**src/rtl/alu_pkg.sv**
```systemverilog
// alu_pkg: ALU function codes, forwarding selects and register constants shared by the ALU and ID/EX stage
package alu_pkg;
  typedef enum logic [2:0] {
    ADD = 3'd0,
    SUB = 3'd1,
    AND = 3'd2,
    OR  = 3'd3,
    SLT = 3'd5
  } alu_op_t;
  typedef enum logic [1:0] {
    FWD_RF,
    FWD_EXMEM,
    FWD_MEMWB
  } fwd_sel_t;
  localparam int ZERO_REG = 0;
endpackage

```
**src/rtl/id_ex_stage_forward_unit.sv**
```systemverilog
// forward_unit: picks the newest in-flight value for one source register, EX/MEM over MEM/WB over register file
module forward_unit
  import alu_pkg::*;
#(
  parameter int DATA_WIDTH = 32,
  parameter int ADDR_WIDTH = 5
) (
  input  logic [ADDR_WIDTH-1:0] rs,
  input  logic [DATA_WIDTH-1:0] rf_data,
  input  logic [ADDR_WIDTH-1:0] exmem_rd,
  input  logic                  exmem_reg_write,
  input  logic [DATA_WIDTH-1:0] exmem_result,
  input  logic [ADDR_WIDTH-1:0] memwb_rd,
  input  logic                  memwb_reg_write,
  input  logic [DATA_WIDTH-1:0] memwb_result,
  output fwd_sel_t              sel,
  output logic [DATA_WIDTH-1:0] data
);
  logic ex_hit, wb_hit;
  always_comb begin
    ex_hit = exmem_reg_write && exmem_rd != ADDR_WIDTH'(ZERO_REG) && exmem_rd == rs;
    wb_hit = memwb_reg_write && memwb_rd != ADDR_WIDTH'(ZERO_REG) && memwb_rd == rs;
    sel = ex_hit ? FWD_EXMEM : wb_hit ? FWD_MEMWB : FWD_RF;
    data = ex_hit ? exmem_result : wb_hit ? memwb_result : rf_data;
  end
endmodule

```
**src/rtl/id_ex_stage.sv**
```systemverilog
// id_ex_stage: decode-to-execute register with result forwarding, operand select and load-use bubble insertion
module id_ex_stage
  import alu_pkg::*;
#(
  parameter int DATA_WIDTH = 32,
  parameter int ADDR_WIDTH = 5
) (
  input  logic                  clk,
  input  logic                  rst_n,
  input  logic                  stall_i,
  input  logic                  flush_i,
  input  logic                  valid_i,
  input  logic [ADDR_WIDTH-1:0] rs1_addr_i,
  input  logic [ADDR_WIDTH-1:0] rs2_addr_i,
  input  logic [ADDR_WIDTH-1:0] rd_addr_i,
  input  logic                  uses_rs2_i,
  input  logic [DATA_WIDTH-1:0] rs1_data_i,
  input  logic [DATA_WIDTH-1:0] rs2_data_i,
  input  logic [DATA_WIDTH-1:0] imm_i,
  input  logic [DATA_WIDTH-1:0] pc_i,
  input  logic                  alu_src_i,
  input  logic                  op1_pc_i,
  input  logic [2:0]            alu_ctrl_i,
  input  logic                  reg_write_i,
  input  logic                  mem_read_i,
  input  logic                  mem_write_i,
  input  logic [ADDR_WIDTH-1:0] exmem_rd_i,
  input  logic                  exmem_reg_write_i,
  input  logic [DATA_WIDTH-1:0] exmem_result_i,
  input  logic [ADDR_WIDTH-1:0] memwb_rd_i,
  input  logic                  memwb_reg_write_i,
  input  logic [DATA_WIDTH-1:0] memwb_result_i,
  output logic [DATA_WIDTH-1:0] alu_op1_o,
  output logic [DATA_WIDTH-1:0] alu_op2_o,
  output logic [2:0]            alu_ctrl_o,
  output logic [DATA_WIDTH-1:0] store_data_o,
  output logic [ADDR_WIDTH-1:0] rd_addr_o,
  output logic                  reg_write_o,
  output logic                  mem_read_o,
  output logic                  mem_write_o,
  output logic                  valid_o,
  output logic                  load_use_o
);
  logic [ADDR_WIDTH-1:0] rs1_q, rs2_q;
  logic [DATA_WIDTH-1:0] rs1_data_q, rs2_data_q, imm_q, pc_q, fwd1_data, fwd2_data;
  logic alu_src_q, op1_pc_q;
  fwd_sel_t fwd1_sel, fwd2_sel;
  logic unused_fwd;
  always_ff @(posedge clk) begin
    if (!rst_n || flush_i || (!stall_i && load_use_o)) begin
      valid_o <= 1'b0;
      rs1_q <= '0;
      rs2_q <= '0;
      rd_addr_o <= '0;
      rs1_data_q <= '0;
      rs2_data_q <= '0;
      imm_q <= '0;
      pc_q <= '0;
      alu_src_q <= 1'b0;
      op1_pc_q <= 1'b0;
      alu_ctrl_o <= ADD;
      reg_write_o <= 1'b0;
      mem_read_o <= 1'b0;
      mem_write_o <= 1'b0;
    end else if (!stall_i) begin
      valid_o <= valid_i;
      rs1_q <= rs1_addr_i;
      rs2_q <= rs2_addr_i;
      rd_addr_o <= rd_addr_i;
      rs1_data_q <= rs1_data_i;
      rs2_data_q <= rs2_data_i;
      imm_q <= imm_i;
      pc_q <= pc_i;
      alu_src_q <= alu_src_i;
      op1_pc_q <= op1_pc_i;
      alu_ctrl_o <= alu_ctrl_i;
      reg_write_o <= reg_write_i;
      mem_read_o <= mem_read_i;
      mem_write_o <= mem_write_i;
    end
  end
  forward_unit #(.DATA_WIDTH(DATA_WIDTH), .ADDR_WIDTH(ADDR_WIDTH)) u_fwd1 (
    .rs(rs1_q), .rf_data(rs1_data_q),
    .exmem_rd(exmem_rd_i), .exmem_reg_write(exmem_reg_write_i), .exmem_result(exmem_result_i),
    .memwb_rd(memwb_rd_i), .memwb_reg_write(memwb_reg_write_i), .memwb_result(memwb_result_i),
    .sel(fwd1_sel), .data(fwd1_data)
  );
  forward_unit #(.DATA_WIDTH(DATA_WIDTH), .ADDR_WIDTH(ADDR_WIDTH)) u_fwd2 (
    .rs(rs2_q), .rf_data(rs2_data_q),
    .exmem_rd(exmem_rd_i), .exmem_reg_write(exmem_reg_write_i), .exmem_result(exmem_result_i),
    .memwb_rd(memwb_rd_i), .memwb_reg_write(memwb_reg_write_i), .memwb_result(memwb_result_i),
    .sel(fwd2_sel), .data(fwd2_data)
  );
  assign unused_fwd = ^{fwd1_sel, fwd2_sel};
  assign alu_op1_o = op1_pc_q ? pc_q : fwd1_data;
  assign alu_op2_o = alu_src_q ? imm_q : fwd2_data;
  assign store_data_o = fwd2_data;
  // the load's data only exists after MEM, so a dependent instruction in decode must wait one cycle
  assign load_use_o = valid_o && mem_read_o && rd_addr_o != ADDR_WIDTH'(ZERO_REG) && valid_i &&
                      (rd_addr_o == rs1_addr_i || (uses_rs2_i && rd_addr_o == rs2_addr_i));
endmodule
```
**config.mk**
```make
export PLATFORM = sky130hd
export DESIGN_NAME = id_ex_stage
export DESIGN_NICKNAME = d
export VERILOG_FILES = /design/src/rtl/alu_pkg.sv /design/src/rtl/id_ex_stage_forward_unit.sv /design/src/rtl/id_ex_stage.sv
export SDC_FILE = /design/constraint.sdc
export NUM_CORES = 1
export LEC_CHECK = 0
export BUFFER_PORTS_ARGS = -buffer_cell sky130_fd_sc_hd__buf_2
export CELL_PAD_IN_SITES_DETAIL_PLACEMENT = 1
export CELL_PAD_IN_SITES_GLOBAL_PLACEMENT = 2
export CORE_ASPECT_RATIO = 2
export CORE_MARGIN = 2
export CORE_UTILIZATION = 28
export CTS_CLUSTER_SIZE = 12
export DETAILED_ROUTE_END_ITERATION = 8
export PLACE_DENSITY_LB_ADDON = 0.1
export SYNTH_ARGS = -nofsm -noshare
export SYNTH_HDL_FRONTEND = slang
export SYNTH_SLANG_ARGS = --single-unit
```
**constraint.sdc**
```tcl
create_clock -name clk -period 4.73 [get_ports clk]
set_input_delay 0.7095 -clock clk [delete_from_list [all_inputs] [get_ports clk]]
set_output_delay 0.7095 -clock clk [all_outputs]
set_load 0.01 [all_outputs]
```
=== Yosys cells after proc, flatten, opt, wreduce, memory -nomap -nowiden ===
Cells that the tools add are included.

* Equality and inequality tests: 6
* Multiplexer cells: 6
* Reduce and logical (&&, ||, !) cells: 20

{| class="wikitable"
|+ Operator list
! cell !! count
|-
| 2-to-1 mux 32 bit || 6
|-
| equality test 5 bit || 6
|-
| nonzero test 5 bit || 3
|-
| logical AND 1 bit || 12
|-
| logical OR 1 bit || 3
|-
| zero test 1 bit || 2
|}

* Flip-flop bits (word level): 152
* Input port bits: 233
* Output and inout port bits: 109
* Logic and storage cells: 46

=== Longest topological paths before layout ===
* Depth in word-level cells: 6
* Mapped depth: 7
* Depth with buffers taken out: 5

=== Modules after synthesis ===
A second synthesis with hierarchy kept.

* Cell total of the unflattened synthesis: 1156
* Area, all modules: 9964.6 µm²

{| class="wikitable"
|+ Modules (own cells, without submodules)
! module !! instances !! cells an instance !! area an instance (µm²) !! seq. area each (µm²)
|-
| id_ex_stage || 1 || 784 || 6969.2 || 3042.9
|-
| forward_unit || 2 || 186 || 1497.7 || 0.0
|}

=== Worst setup path after synthesis ===
OpenSTA, ideal clock, no wires.

* Path kind: input-to-output
* From: in memwb_rd_i[0]
* To: out alu_op1_o[10]
* Arrival time: 2.341 ns
* Data required time: 4.021 ns
* Setup slack: 1.680 ns
* Cell stages on the path: 7
* Buffers on the path: 2
* Cell sequence: or4_1 o211ai_2 or2_1 buf_2 buf_2 a211oi_1 o31ai_1

* Longest elaborated chain between the ends: 6
* Elaborated cells between the ends (all ways): 7
* Classes of those cells: 1 x eq/ne; 3 x mux; 3 x reduce/logical

{| class="wikitable"
|+ RTL lines
! item !! RTL line !! text
|-
| start: declaration || id_ex_stage.sv:30 || <nowiki>input logic [ADDR_WIDTH-1:0] memwb_rd_i,</nowiki>
|-
| nonzero test 5 bit || id_ex_stage_forward_unit.sv:22 || <nowiki>wb_hit = memwb_reg_write && memwb_rd != ADDR_WIDTH'(ZERO_REG) && memwb_rd == rs;</nowiki>
|-
| logical AND 1 bit || id_ex_stage_forward_unit.sv:22 ||
|-
| logical AND 1 bit (*) || id_ex_stage_forward_unit.sv:22 ||
|-
| 2-to-1 mux 32 bit (*) (2 in series) || id_ex_stage_forward_unit.sv:24 || <nowiki>data = ex_hit ? exmem_result : wb_hit ? memwb_result : rf_data;</nowiki>
|-
| 2-to-1 mux 32 bit (*) || id_ex_stage.sv:95 || <nowiki>assign alu_op1_o = op1_pc_q ? pc_q : fwd1_data;</nowiki>
|-
| end: declaration || id_ex_stage.sv:33 || <nowiki>output logic [DATA_WIDTH-1:0] alu_op1_o,</nowiki>
|}

Every way passes the cells marked *; elsewhere a longest branch is shown, timed or not.

=== Final worst setup path ===
* From: in memwb_rd_i[4]
* To: out alu_op2_o[9]

* Longest elaborated chain between the ends: 6
* Elaborated cells between the ends (all ways): 7
* Classes of those cells: 1 x eq/ne; 3 x mux; 3 x reduce/logical

{| class="wikitable"
|+ RTL lines
! item !! RTL line !! text
|-
| nonzero test 5 bit || id_ex_stage_forward_unit.sv:22 ||
|-
| logical AND 1 bit || id_ex_stage_forward_unit.sv:22 ||
|-
| logical AND 1 bit (*) || id_ex_stage_forward_unit.sv:22 ||
|-
| 2-to-1 mux 32 bit (*) (2 in series) || id_ex_stage_forward_unit.sv:24 ||
|-
| 2-to-1 mux 32 bit (*) || id_ex_stage.sv:96 || <nowiki>assign alu_op2_o = alu_src_q ? imm_q : fwd2_data;</nowiki>
|-
| end: declaration || id_ex_stage.sv:34 || <nowiki>output logic [DATA_WIDTH-1:0] alu_op2_o,</nowiki>
|}

Marks and branches as above.

==> reports/qor.yml <==
outcome:
  outcome: "complete, no violations"
global_routing:
  grt_pass1_vias: 8165
  grt_pass1_wl_um: 50500
  grt-ovfl-total: 0
  antenna_found_initial: 8
  grt_max_degree: 153
  grt_usage_pct: 24.1
sta:
  setup_viol: 0
  max_freq_ghz: 0.264
  finClkSkew_ps: 8.38
  drv_slew: 0
  post-route-period-util_pct: 80.1
  hold_viol_final: 0
  rsz0062_at_grt: "no"
  worst_pin_slew_ps: 1110
  finalSetupTns_ps: 0
  slew-limit-headroom_pct: 26.1
  fin_hold_ws_ps: 471
  final.min_clock_period_ps: 3790
clock_network:
  cts_tree: "done"
  root_buffer: "clkbuf_16"
  postCtsResizedCells: 0
  clk_pin_slew_worst_paths_ps: 60
  hold_buffers: 0
  clk_path_buf_depth: 2
  insertion_delay_ps: 440
  cts_buffers: 17
  post_cts_buffers: 0
  clock_sinks: 152
  htreeDepth: 4
floorplanning:
  die_w_um: 118
  rows: 83
  dieArea_mm2: 0.0276
  die_y_um: 233
  io_pins: 342
  floorplan.initialDensity_pct: 28.5
  core_mm2: 0.0258
detailed_routing:
  drt-initial-drc-count: 378
  maxUsedRoutingLayer: "met5"
  dr.pass1.iters: 4
  wl_met1_um: 13300
  ant_nets: 0
  dr_wl_met2_um: 17600
  num_vias: 7704
  routed_wl_um: 33300
  wire_per_inst_um: 22.6
  met3_wirelength_um: 1780
  vias_per_cell: 5.22
  drc: 0
hold_path:
  hp-class: "reg2reg"
  hold-path-cell-count: 1
  hold_end: "imm_q[31]"
  min_from: "imm_q[31]"
setup_path:
  crit_fanout: 18
  cp-start-kind: "input port"
  crit_required_ps: 4020
  end_kind: "output port"
  r2r_start: "rd_addr_o[2]"
  rr_endpoint: "imm_q[9]"
  critical_path.max_stage_delay_ps: 630
  critPathKind: "in2out"
  crit_arrival_ps: 3080
  crit_path_frequent_cell: "buf_2"
  cpLargestDelayFamily: "simple AND/OR/NAND/NOR gates"
  reg2reg_depth: 6
  path_buf_inv: 3
  worstPathCellList: "buf_2 -> or2_2 -> o21ai_2 -> buf_4 -> nand3_1 -> a221oi_1 -> o31ai_1 -> buf_2"
  crit_slowest_cell: "nand3_1"
  rrSetupSlack_ps: 2450
layout:
  final_common_cell: "buf_2"
  area_growth_pct: 35.5
  final_cell_mix: "buf_2 (341), a22o_1 (152), dfxtp_1 (150), nor2_1 (80), o31ai_1 (64)"
  n_fill_cell: 3161
  layout.nets: 1350
  fin_cells: 1475
  drive_gt1_share_pct: 37.1
yosys:
  ys_warn_count: 0
  synth_compound_area_share_pct: 32.5
  synthAdderAreaFrac_pct: 0
  ys_top_cells_by_area: "dfxtp_1 (42%), a22o_1 (18%), o31ai_1 (6.6%), nor2_1 (4.1%), nor3_1 (3.5%)"
  synthSimpleGateAreaFrac_pct: 13.4
  synth.distinct_cells: 39
  yosys.area.top_type_share_pct: 41.5
  yosysTopAreaCell: "dfxtp_1"
  async_reset_ff_share_pct: 0
  synth_area_per_cell_um2: 8.94
  ys_seq_elements: 152
  muxShareOfSynthArea_pct: 2.61
  synth_xor_area_share_pct: 3.47
  syn_inst: 820
  syn_area_mm2: 0.00733
  seq_area_frac_synth_pct: 41.5
  synth-main-ff-cell: "dfxtp_1"
  synth_top_family_by_area: "compound AO/OA/AOI/OAI gates"
  syn_nets: 1053
  synth_edf_count: 0
power_and_ir_drop:
  powerDensity_mw_per_mm2: 326
  p_leak_nw: 4.42
  vdd_drop_max_mv: 0.234
placement:
  routabilityCongestion: 0.854
  place_hpwl_um: 25300
  dp.cells: 1438
  io_buffers: 341
run:
  max_cap_violations: 0
[how the worst max path moves through the flow]
stage                        from             to  slack (ps)  cells after the start
floorplan           memwb_rd_i[0]  alu_op1_o[10]        1680                      7
global placement    memwb_rd_i[4]   alu_op2_o[3]         900                      8
detailed placement  memwb_rd_i[4]   alu_op2_o[9]         870                      8
CTS                      rs2_q[4]   alu_op2_o[9]         840                      7
global route             rs2_q[4]   alu_op2_o[3]         760                      7
finish              memwb_rd_i[4]   alu_op2_o[9]         940                      8
[worst reg2reg max path: cells and delay by family, from the launching register on]
kind | cells | cell delay [ps]
buf+inv | 1 | 590
flops | 1 | 470
xor+xnor | 1 | 150
compound gates | 3 | 910
simple gates | 1 | 90
[layer usage]
layer	track usage [%]	vias to the layer above
li1	-	3702
met3	5.54	35
met4	8.78	4
met2	43.2	230
met5	0	-
met1	27.9	3733
[flip-flops by register name, indices dropped and copies added (netlist names), 3 cells and up]
name,flops
imm_q,32
pc_q,32
rs1_data_q,32
rs2_data_q,32
rd_addr_o,5
rs1_q,5
rs2_q,5
alu_ctrl_o,3
[Yosys cell counts, types with 2 or more instances]
master and count:
nor2_1 80, or2_1 2, mux2_2 17, nor3_1 51
buf_2 21, buf_6 2, a31oi_1 17, inv_1 33
a221oi_1 15, nand4_1 20, o31ai_1 64, a211oi_1 32
dfxtp_1 152, nand2_1 51, clkbuf_1 57, nand3_1 5
a22o_1 152, xnor2_1 28
[final cells by class]
class | count | area [µm²] | area share (%)
Antenna cell | 7 | 17.5 | 0.176
Clock buffer | 19 | 453 | 4.56
Clock inverter | 11 | 148 | 1.49
Inverter | 33 | 124 | 1.25
Multi-Input combinational cell | 553 | 3830 | 38.6
Sequential cell | 152 | 3050 | 30.7
Tap cell | 340 | 425 | 4.28
Timing Repair Buffer | 360 | 1890 | 19.0
[cell families (layout without fill, tap and decap cells)]
group	Yosys count	after routing
AO/OA/AOI/OAI	288	288
XOR/XNOR	29	29
other	0	7
multiplexers	17	17
flip-flops	152	152
AND/OR/NAND/NOR	219	219
buffers and inverters	115	423
[power breakdown]
part	internal, mW	switching (mW)	leakage (nW)
clock network	0.854	0.576	0.295
logic	0.200	0.248	2.89
registers	1.32	0.0367	1.24
[stage by stage]
| step | cell area, µm² | total power [mW] | worst slack, ps | util [%] |
|---|---|---|---|---|
| floorplan | 7330 | 1.60 | 1680 | - |
| detailed placement | 9310 | 1.84 | 874 | 36.2 |
| global placement | 9310 | 1.83 | 905 | 36.2 |
| CTS | 9910 | 3.28 | 839 | 38.5 |
| finish | 9930 | 3.24 | 939 | 38.6 |
| global route | 9930 | 3.37 | 760 | 38.6 |
Power figures use the tool's default switching activity.
